$ cat config.mk
export PLATFORM = sky130hd
export DESIGN_NAME = booth_issue_ctrl
export DESIGN_NICKNAME = d
export VERILOG_FILES = /design/src/rtl/booth_pkg.sv /design/src/rtl/booth_op_fifo.sv /design/src/rtl/booth_issue_ctrl.sv
export SDC_FILE = /design/constraint.sdc
export NUM_CORES = 1
export LEC_CHECK = 0
export CAP_MARGIN = 20
export CORE_MARGIN = 8
export CORE_UTILIZATION = 58
export DETAILED_ROUTE_END_ITERATION = 6
export GPL_ROUTABILITY_DRIVEN = 0
export GPL_TIMING_DRIVEN = 0
export PLACE_DENSITY = 0.85
export SYNTH_ARGS = -nofsm -noshare
export SYNTH_HDL_FRONTEND = slang
export SYNTH_SLANG_ARGS = --single-unit
$ cat constraint.sdc
create_clock -name clk -period 7.8 [get_ports clk]
set_input_delay 0.78 -clock clk [delete_from_list [all_inputs] [get_ports clk]]
set_output_delay 0.78 -clock clk [all_outputs]
set_load 0.005 [all_outputs]
$ cat src/rtl/booth_pkg.sv
// booth_pkg
//   Shared types and constants for the Booth multiplier issue front end.
//   state_t   : issue controller FSM states
//   MUL_W     : operand width
//   PROD_W    : product width
//   MUL_STEPS : Booth step cycles per multiply
//   OVF_MC    : multiplicand value the datapath cannot handle exactly
package booth_pkg;

  typedef enum logic [1:0] {IDLE, LOAD, RUN, CAPT} state_t;

  localparam int MUL_W     = 8;
  localparam int PROD_W    = 16;
  localparam int MUL_STEPS = 8;
  localparam int STEP_W    = $clog2(MUL_STEPS);

  localparam logic [MUL_W-1:0] OVF_MC = 8'h80;

  // The most negative multiplicand overflows the Booth accumulator when negated.
  function automatic logic is_ovf_mc(input logic [MUL_W-1:0] mc);
    return (mc == OVF_MC);
  endfunction

endpackage

$ cat src/rtl/booth_op_fifo.sv
// booth_op_fifo
//   DEPTH-entry synchronous FIFO of {tag, mc, mp} operand records.
//   clk, rst   : clock, asynchronous active-high reset
//   push, din  : write request and record; ignored while full
//   pop        : read request; ignored while empty
//   head       : record at the read pointer (registered storage, no bypass)
//   empty,full : status flags
//   count      : number of stored records
module booth_op_fifo
  import booth_pkg::*;
#(
  parameter int DEPTH = 4,
  parameter int TAGW  = 4
) (
  input  logic                        clk,
  input  logic                        rst,
  input  logic                        push,
  input  logic [TAGW+2*MUL_W-1:0]     din,
  input  logic                        pop,
  output logic [TAGW+2*MUL_W-1:0]     head,
  output logic                        empty,
  output logic                        full,
  output logic [$clog2(DEPTH):0]      count
);

  localparam int AW = $clog2(DEPTH);
  localparam int EW = TAGW + 2*MUL_W;

  logic [EW-1:0] mem [DEPTH];
  logic [AW-1:0] wr_ptr;
  logic [AW-1:0] rd_ptr;
  logic          do_push;
  logic          do_pop;

  assign empty   = (count == '0);
  assign full    = (count == (AW+1)'(DEPTH));
  assign do_push = push && !full;
  assign do_pop  = pop && !empty;
  assign head    = mem[rd_ptr];

  always_ff @(posedge clk or posedge rst) begin
    if (rst) begin
      wr_ptr <= '0;
      rd_ptr <= '0;
      count  <= '0;
      for (int i = 0; i < DEPTH; i++) mem[i] <= '0;
    end else begin
      if (do_push) begin
        mem[wr_ptr] <= din;
        wr_ptr      <= wr_ptr + 1'b1;
      end
      if (do_pop) rd_ptr <= rd_ptr + 1'b1;
      case ({do_push, do_pop})
        2'b10:   count <= count + 1'b1;
        2'b01:   count <= count - 1'b1;
        default: count <= count;
      endcase
    end
  end

endmodule

$ cat src/rtl/booth_issue_ctrl.sv
// booth_issue_ctrl
//   Operand issue and result capture around an 8-bit signed Booth sequential
//   multiplier. Queues operand pairs, pulses mul_start, counts the Booth steps
//   and captures the product into a valid/ready output register.
//   clk, rst                     : clock, asynchronous active-high reset
//   in_valid/in_ready            : operand handshake (in_ready = !full)
//   in_mc, in_mp, in_tag         : signed operands and opaque tag
//   out_valid/out_ready          : result handshake
//   out_prod, out_tag, out_ovf   : product, its tag, multiplicand was 8'h80
//   mul_start, mul_mc, mul_mp    : multiplier load strobe and operands
//   mul_prod, mul_busy           : multiplier product and busy flag
//   err                          : sticky, multiplier still busy at capture
//   fifo_count                   : queued operand pairs
module booth_issue_ctrl
  import booth_pkg::*;
#(
  parameter int DEPTH = 4,
  parameter int TAGW  = 4
) (
  input  logic                   clk,
  input  logic                   rst,
  input  logic                   in_valid,
  output logic                   in_ready,
  input  logic [7:0]             in_mc,
  input  logic [7:0]             in_mp,
  input  logic [TAGW-1:0]        in_tag,
  output logic                   out_valid,
  input  logic                   out_ready,
  output logic [15:0]            out_prod,
  output logic [TAGW-1:0]        out_tag,
  output logic                   out_ovf,
  output logic                   mul_start,
  output logic [7:0]             mul_mc,
  output logic [7:0]             mul_mp,
  input  logic [15:0]            mul_prod,
  input  logic                   mul_busy,
  output logic                   err,
  output logic [$clog2(DEPTH):0] fifo_count
);

  localparam int EW = TAGW + 2*MUL_W;

  state_t            state;
  logic [STEP_W-1:0] step_cnt;
  logic [EW-1:0]     head;
  logic [TAGW-1:0]   head_tag;
  logic              fifo_empty;
  logic              fifo_full;
  logic [TAGW-1:0]   fl_tag;
  logic              fl_ovf;

  booth_op_fifo #(
    .DEPTH (DEPTH),
    .TAGW  (TAGW)
  ) u_fifo (
    .clk   (clk),
    .rst   (rst),
    .push  (in_valid),
    .din   ({in_tag, in_mc, in_mp}),
    .pop   (state == LOAD),
    .head  (head),
    .empty (fifo_empty),
    .full  (fifo_full),
    .count (fifo_count)
  );

  assign in_ready = !fifo_full;
  assign head_tag = head[EW-1 -: TAGW];
  assign mul_mc   = head[2*MUL_W-1 -: MUL_W];
  assign mul_mp   = head[MUL_W-1:0];

  // Issue only when the result slot will be free by the capture edge, so a
  // CAPT reload never collides with an unconsumed product.
  always_ff @(posedge clk or posedge rst) begin
    if (rst) begin
      state     <= IDLE;
      step_cnt  <= '0;
      mul_start <= 1'b0;
      out_valid <= 1'b0;
      out_prod  <= '0;
      out_tag   <= '0;
      out_ovf   <= 1'b0;
      err       <= 1'b0;
      fl_tag    <= '0;
      fl_ovf    <= 1'b0;
    end else begin
      if (out_valid && out_ready) out_valid <= 1'b0;
      case (state)
        IDLE: begin
          if (!fifo_empty && (!out_valid || out_ready)) begin
            state     <= LOAD;
            mul_start <= 1'b1;
          end
        end
        LOAD: begin
          mul_start <= 1'b0;
          fl_tag    <= head_tag;
          fl_ovf    <= is_ovf_mc(mul_mc);
          step_cnt  <= '0;
          state     <= RUN;
        end
        RUN: begin
          step_cnt <= step_cnt + 1'b1;
          if (step_cnt == STEP_W'(MUL_STEPS-1)) state <= CAPT;
        end
        CAPT: begin
          out_prod  <= mul_prod;
          out_tag   <= fl_tag;
          out_ovf   <= fl_ovf;
          out_valid <= 1'b1;
          if (mul_busy) err <= 1'b1;
          state     <= IDLE;
        end
        default: state <= IDLE;
      endcase
    end
  end

endmodule

# Word-level counts from Yosys, hierarchy flattened
# Cells that the tools add are included.
totals:
  elab_cells: 70
  input_bits: 41
  reg_bits: 121
  out_inout_bits: 44
op_classes:
  bitwise: 2
  n_mux: 15
  n_eq_ne: 10
  add_sub_neg: 5
  n_lt_le_gt_ge: 3
  reduce_logical: 18
ops:
  columns: ["operator", "n"]
  rows:
  - ["$bwmux 80", 1]
  - ["$mux 20", 3]
  - ["$bmux 20 s2", 1]
  - ["$demux 20 s2", 1]
  - ["$pmux 3 s2", 2]
  - ["$eq 8x8->1 const B", 1]
  - ["$pmux 2 s4", 1]
  - ["$reduce_bool 2->1", 4]
  - ["$add 3x1->3 const B", 2]
  - ["$eq 2x2->1 const B", 3]
  - ["$eq 3x3->1 const B", 2]
  - ["$ge 3x3->1 const B", 2]
  - ["$not 2->3", 2]
  - ["$reduce_and 2->1", 3]
  - ["$logic_and 1x1->1", 5]
  - ["$add 2x1->2 const B", 2]
  - ["$eq 2x1->1 const B", 2]
  - ["$mux 2", 2]
  - ["$ne 2x2->1 const B", 2]
  - ["$logic_not 1->1", 3]
  - ["$logic_not 3->1", 1]
  - ["$lt 3x1->1 const B", 1]
  - ["$mux 1", 3]
  - ["$sub 3x1->3 const B", 1]
  - ["3 further kinds", 3]

# Logic depth before layout (Yosys ltp)
logic_depth:
  word_depth: 6
  mapped_depth: 10
  depth_no_buf: 9

# Modules after synthesis
# Synthesis repeated with hierarchy kept, for this count alone.
hier_totals:
  hier_cells: 334
  hier_area_um2: 5325.1
modules_own_cells:
  columns: ["mod", "n_inst", "area_each_um2", "cells_per_inst"]
  rows:
  - ["booth_op_fifo", 1, 3893.7, 233]
  - ["booth_issue_ctrl", 1, 1431.4, 101]

# Worst setup path before layout
# Ideal clock, no wire load.
synth_timing:
  path_type: "reg-to-output"
  startpoint: "register u_fifo.rd_ptr[0]"
  endpoint: "output mul_mp[7]"
  required_ps: 7020
  path_slack_ps: 5577
  t_arrival_ps: 1443
  path_stages_with_launch: 5
  cell_sequence: "dfrtp_1 > buf_6 > buf_4 > mux4_2 > buf_4"
synth_via:
  elab_chain_len: 4
synth_rtl:
  columns: ["element", "line_no", "rtl"]
  rows:
  - ["start: declaration", "booth_op_fifo.sv:31", "logic [AW-1:0] rd_ptr;"]
  - ["start signal: assignment", "booth_op_fifo.sv:52", "if (do_pop) rd_ptr <= rd_ptr + 1'b1;"]
  - ["$not 2->3 (not written as such)", "booth_op_fifo.sv:39", "assign head = mem[rd_ptr];"]
  - ["$bmux 20 s2", "booth_op_fifo.sv:39", null]
  - ["$mux 20 (not written as such) (2 in a row)", "booth_op_fifo.sv:39", null]
  - ["end: declaration", "booth_issue_ctrl.sv:34", "output logic [7:0] mul_mp,"]
# No other way between the ends. The select of a mux whose other input is x is not followed.

# Final worst setup path
layout_timing:
  startpoint: "register u_fifo.rd_ptr[0]"
  endpoint: "output mul_mp[6]"
# The elaborated chain is that of the path after synthesis.

==> results.sh <==
export IMPL_io_pins=85
export IMPL_r2r_slack_ns=5.42
export IMPL_die_h_um=112.2
export IMPL_fin_util_pct=76.10
export IMPL_seq_power_share_pct=34.5
export IMPL_switching_share_pct=29.81
export IMPL_multiInputGateArea_um2=2088
export IMPL_setup_tns_ns=0
export IMPL_fin_crit_ns=3.396
export IMPL_rr_startpoint="state[1]"
export IMPL_cts_max_level=4
export IMPL_die_x_um=112.2
export IMPL_clock_power_share_pct=22.2
export IMPL_finClkSkew_ns=0.009995
export IMPL_tightest_slew_ns=0.5201
export IMPL_status="complete, no violations"
export IMPL_power_switching_mw=0.9663
export IMPL_yosys_warnings=0
export IMPL_min_path_type="register to register"
export IMPL_vias=3223
export IMPL_r2r_end="u_fifo.count[2]"
export IMPL_slew_headroom_pct=65.33
export IMPL_hold_path_end="err"
export IMPL_worstSkewPairLatency_ns=0.52
export IMPL_min_path_cells=1
export IMPL_viasPerCell=5.635
export IMPL_synth_edff_count=0
export IMPL_drc=0
export IMPL_synth_largest_area_cell="dfrtp_1"
export IMPL_setup_viol=0
export IMPL_wl_um=11250
export IMPL_start_util_pct=58.91
export IMPL_path_max_fanout=10
export IMPL_syn_area_um2=5366
export IMPL_layout_drive_gt1_share_pct=37.09
export IMPL_hold_violations=0
export IMPL_critPathLaunchType="register"
export IMPL_async_flop_share_pct=100.0
export IMPL_cts_sinks=121
export IMPL_postRouteAntennaNets=0
export IMPL_dr_pass1_iters=4
export IMPL_critPathSlowestCell="mux4_2"
export IMPL_cts_hold_buf=0
export IMPL_coreArea_um2=9109
export IMPL_syn_avg_cell_area_um2=15.60
export IMPL_overflow=0
export IMPL_antenna_found_initial=0
export IMPL_io_buffers=84
export IMPL_grt_pass1_vias=3643
export IMPL_die_area_um2=12590
export IMPL_netlist_top_cells_count="121 x dfrtp_1, 90 x mux2_2, 17 x buf_4, 16 x mux2_1, 14 x mux4_2"
export IMPL_routedWlPerCell_um=19.67
export IMPL_synthesis_nets=398
export IMPL_timing_final_crit_share_pct=43.54
export IMPL_synthCells=344
export IMPL_endpoint_kind="output port"
export IMPL_worstPathRequired_ns=7.02
export IMPL_seq_area_frac_synth_pct=56.42
export IMPL_path_class="register to output port"
export IMPL_regArea_um2=3028
export IMPL_cts_resized=0
export IMPL_ys_seq_elements=121
export IMPL_p_int_mw=2.276
export IMPL_rows=35
export IMPL_grt_use_total_pct=19.16
export IMPL_cts_inserted_buffers=17
export IMPL_power_density_nw_per_um2=467.7
export IMPL_crit_chain="buf_6 > buf_4 > mux4_2 > buf_4 > clkdlybuf4s50_1"
export IMPL_fill_cells=556
export IMPL_cap_violations=0
export IMPL_cts_root_buf="clkbuf_8"
export IMPL_slowest_delay_ns=0.54
export IMPL_drt_iter0_markers=132
export IMPL_grt_pass1_wl_um=18800
export IMPL_synth_top_area_share_pct=56.42
export IMPL_maxSlewViolCount=0
export IMPL_hold_start="err"
export IMPL_netlist_top_cells_area="dfrtp_1 56%, mux2_2 19%, mux4_2 5.9%, mux2_1 3.4%, mux4_1 2.9%"
export IMPL_yosysMostFrequentCell="dfrtp_1"
export IMPL_fin_nets=502
export IMPL_crit_path_frequent_cell="buf_4"
export IMPL_cts_tree="built"
export IMPL_rsz0062_at_grt="no"
export IMPL_ir_worst_vdd_uv=247.9
export IMPL_path_clk_slew_ns=0.06
export IMPL_reg2regPathDepth=10
export IMPL_place_hpwl_um=7278
export IMPL_clock_fmax_ghz=0.2944
export IMPL_postCtsSetupBuffers=0
export IMPL_syn_to_final_growth_pct=29.17
export IMPL_cp_startpoint="u_fifo.rd_ptr[0]"
export IMPL_grt_max_degree=69
export IMPL_cts_buffer_depth=2
export IMPL_antenna_cells=0
export IMPL_crit_arrival_ns=2.62
export IMPL_synth_distinct_cells=32
export IMPL_power_leakage_nw=3.013
export IMPL_ys_flop_type="dfrtp_1"
export IMPL_p_comb_share_pct=43.3
==> per-stage QoR <==
stage | instances | power (mW) | hold slack, ns | instance area [µm²] | setup WS (ns)
CTS | 572 | 3.278 | 0.4647 | 6932 | 4.358
detailed placement | 540 | 2.517 | 0.4509 | 6379 | 4.936
finish | 572 | 3.242 | 0.4581 | 6932 | 4.404
global placement | 539 | 2.448 | 0.4395 | 6346 | 2.310
floorplan | 344 | 1.973 | 0.4510 | 5366 | 3.806
global route | 572 | 3.433 | 0.4871 | 6932 | 4.290
==> registers in the layout (all words and copies together) (netlist names) <==
name and flops:
out_ovf 1, mul_start 1, fl_tag 4, step_cnt 3
err 1, out_tag 4, u_fifo.count 3, u_fifo.rd_ptr 2
out_valid 1, state 2, fl_ovf 1, u_fifo.mem 80
out_prod 16, u_fifo.wr_ptr 2
==> cell type report <==
type,instances,share of cell area (%)
Multi-Input combinational cell,179,30.13
Clock buffer,18,6.173
Tap cell,111,2.004
Inverter,13,0.7762
Sequential cell,121,43.68
Timing Repair Buffer,85,12.53
Clock inverter,14,1.805
Buffer,31,2.906
==> how the worst max path moves through the flow <==
stage          slack (ns)        endpoint  cells after the start
6_report             4.40       mul_mp[6]                      5
5_1_grt              4.29       mul_mp[6]                      5
4_1_cts              4.36       mul_mp[6]                      5
3_5_place_dp         4.94       mul_mp[6]                      5
3_3_place_gp         2.31  u_fifo.mem[25]                      2
2_1_floorplan        3.81             err                      1
==> cell families (layout without fill, tap and decap cells) <==
family / after synthesis / in the layout / share of synthesized area, %
AOI/OAI and AO/OA: 11 / 11 / 1.329
xor gates and xnor gates: 6 / 6 / 0.9794
adders and majority gates: 13 / 13 / 3.171
buffers and inverters: 44 / 161 / 4.663
DFF: 121 / 121 / 56.42
muxes: 128 / 128 / 31.43
and+or+nand+nor: 21 / 21 / 2.005
==> placed cells by master, fill, tap and decap left out, types with 3 or more instances in the layout <==
cell | synthesis | routed
buf_2 | 11 | 11
buf_4 | 17 | 17
clkbuf_16 | 0 | 16
clkdlybuf4s50_1 | 0 | 84
clkinv_2 | 0 | 4
clkinv_4 | 0 | 4
clkinvlp_4 | 0 | 3
dfrtp_1 | 121 | 121
ha_1 | 12 | 12
inv_1 | 13 | 12
inv_6 | 0 | 3
mux2_1 | 16 | 16
mux2_2 | 90 | 90
mux4_1 | 6 | 6
mux4_2 | 14 | 14
nand2_1 | 9 | 9
nor2_1 | 3 | 3
o21ai_0 | 4 | 4
xnor2_1 | 3 | 3
xor2_1 | 3 | 3
==> power by group through the flow <==
stage	registers (mW)	clock network [mW]	logic, mW
after detailed placement	1.12	0	1.40
after global placement	1.09	0	1.36
after global routing	1.16	0.761	1.51
final	1.12	0.720	1.40
after floorplan	1.08	0	0.896
after CTS	1.12	0.729	1.43
==> metal layers <==
| layer | GRT usage, % | routed length [µm] |
|---|---|---|
| met2 | 31.71 | 5601 |
| met3 | 6.871 | 692 |
| met5 | 0 | 0 |
| met4 | 6.565 | 132 |
| met1 | 22.73 | 4824 |
==> worst max-delay path, delay by kind of cell (launching register included) <==
kind | cells | cell delay (ns)
buffers and inverters | 4 | 1.09
multiplexers | 1 | 0.54
flip-flops | 1 | 0.47
Power figures use the tool's default switching activity.
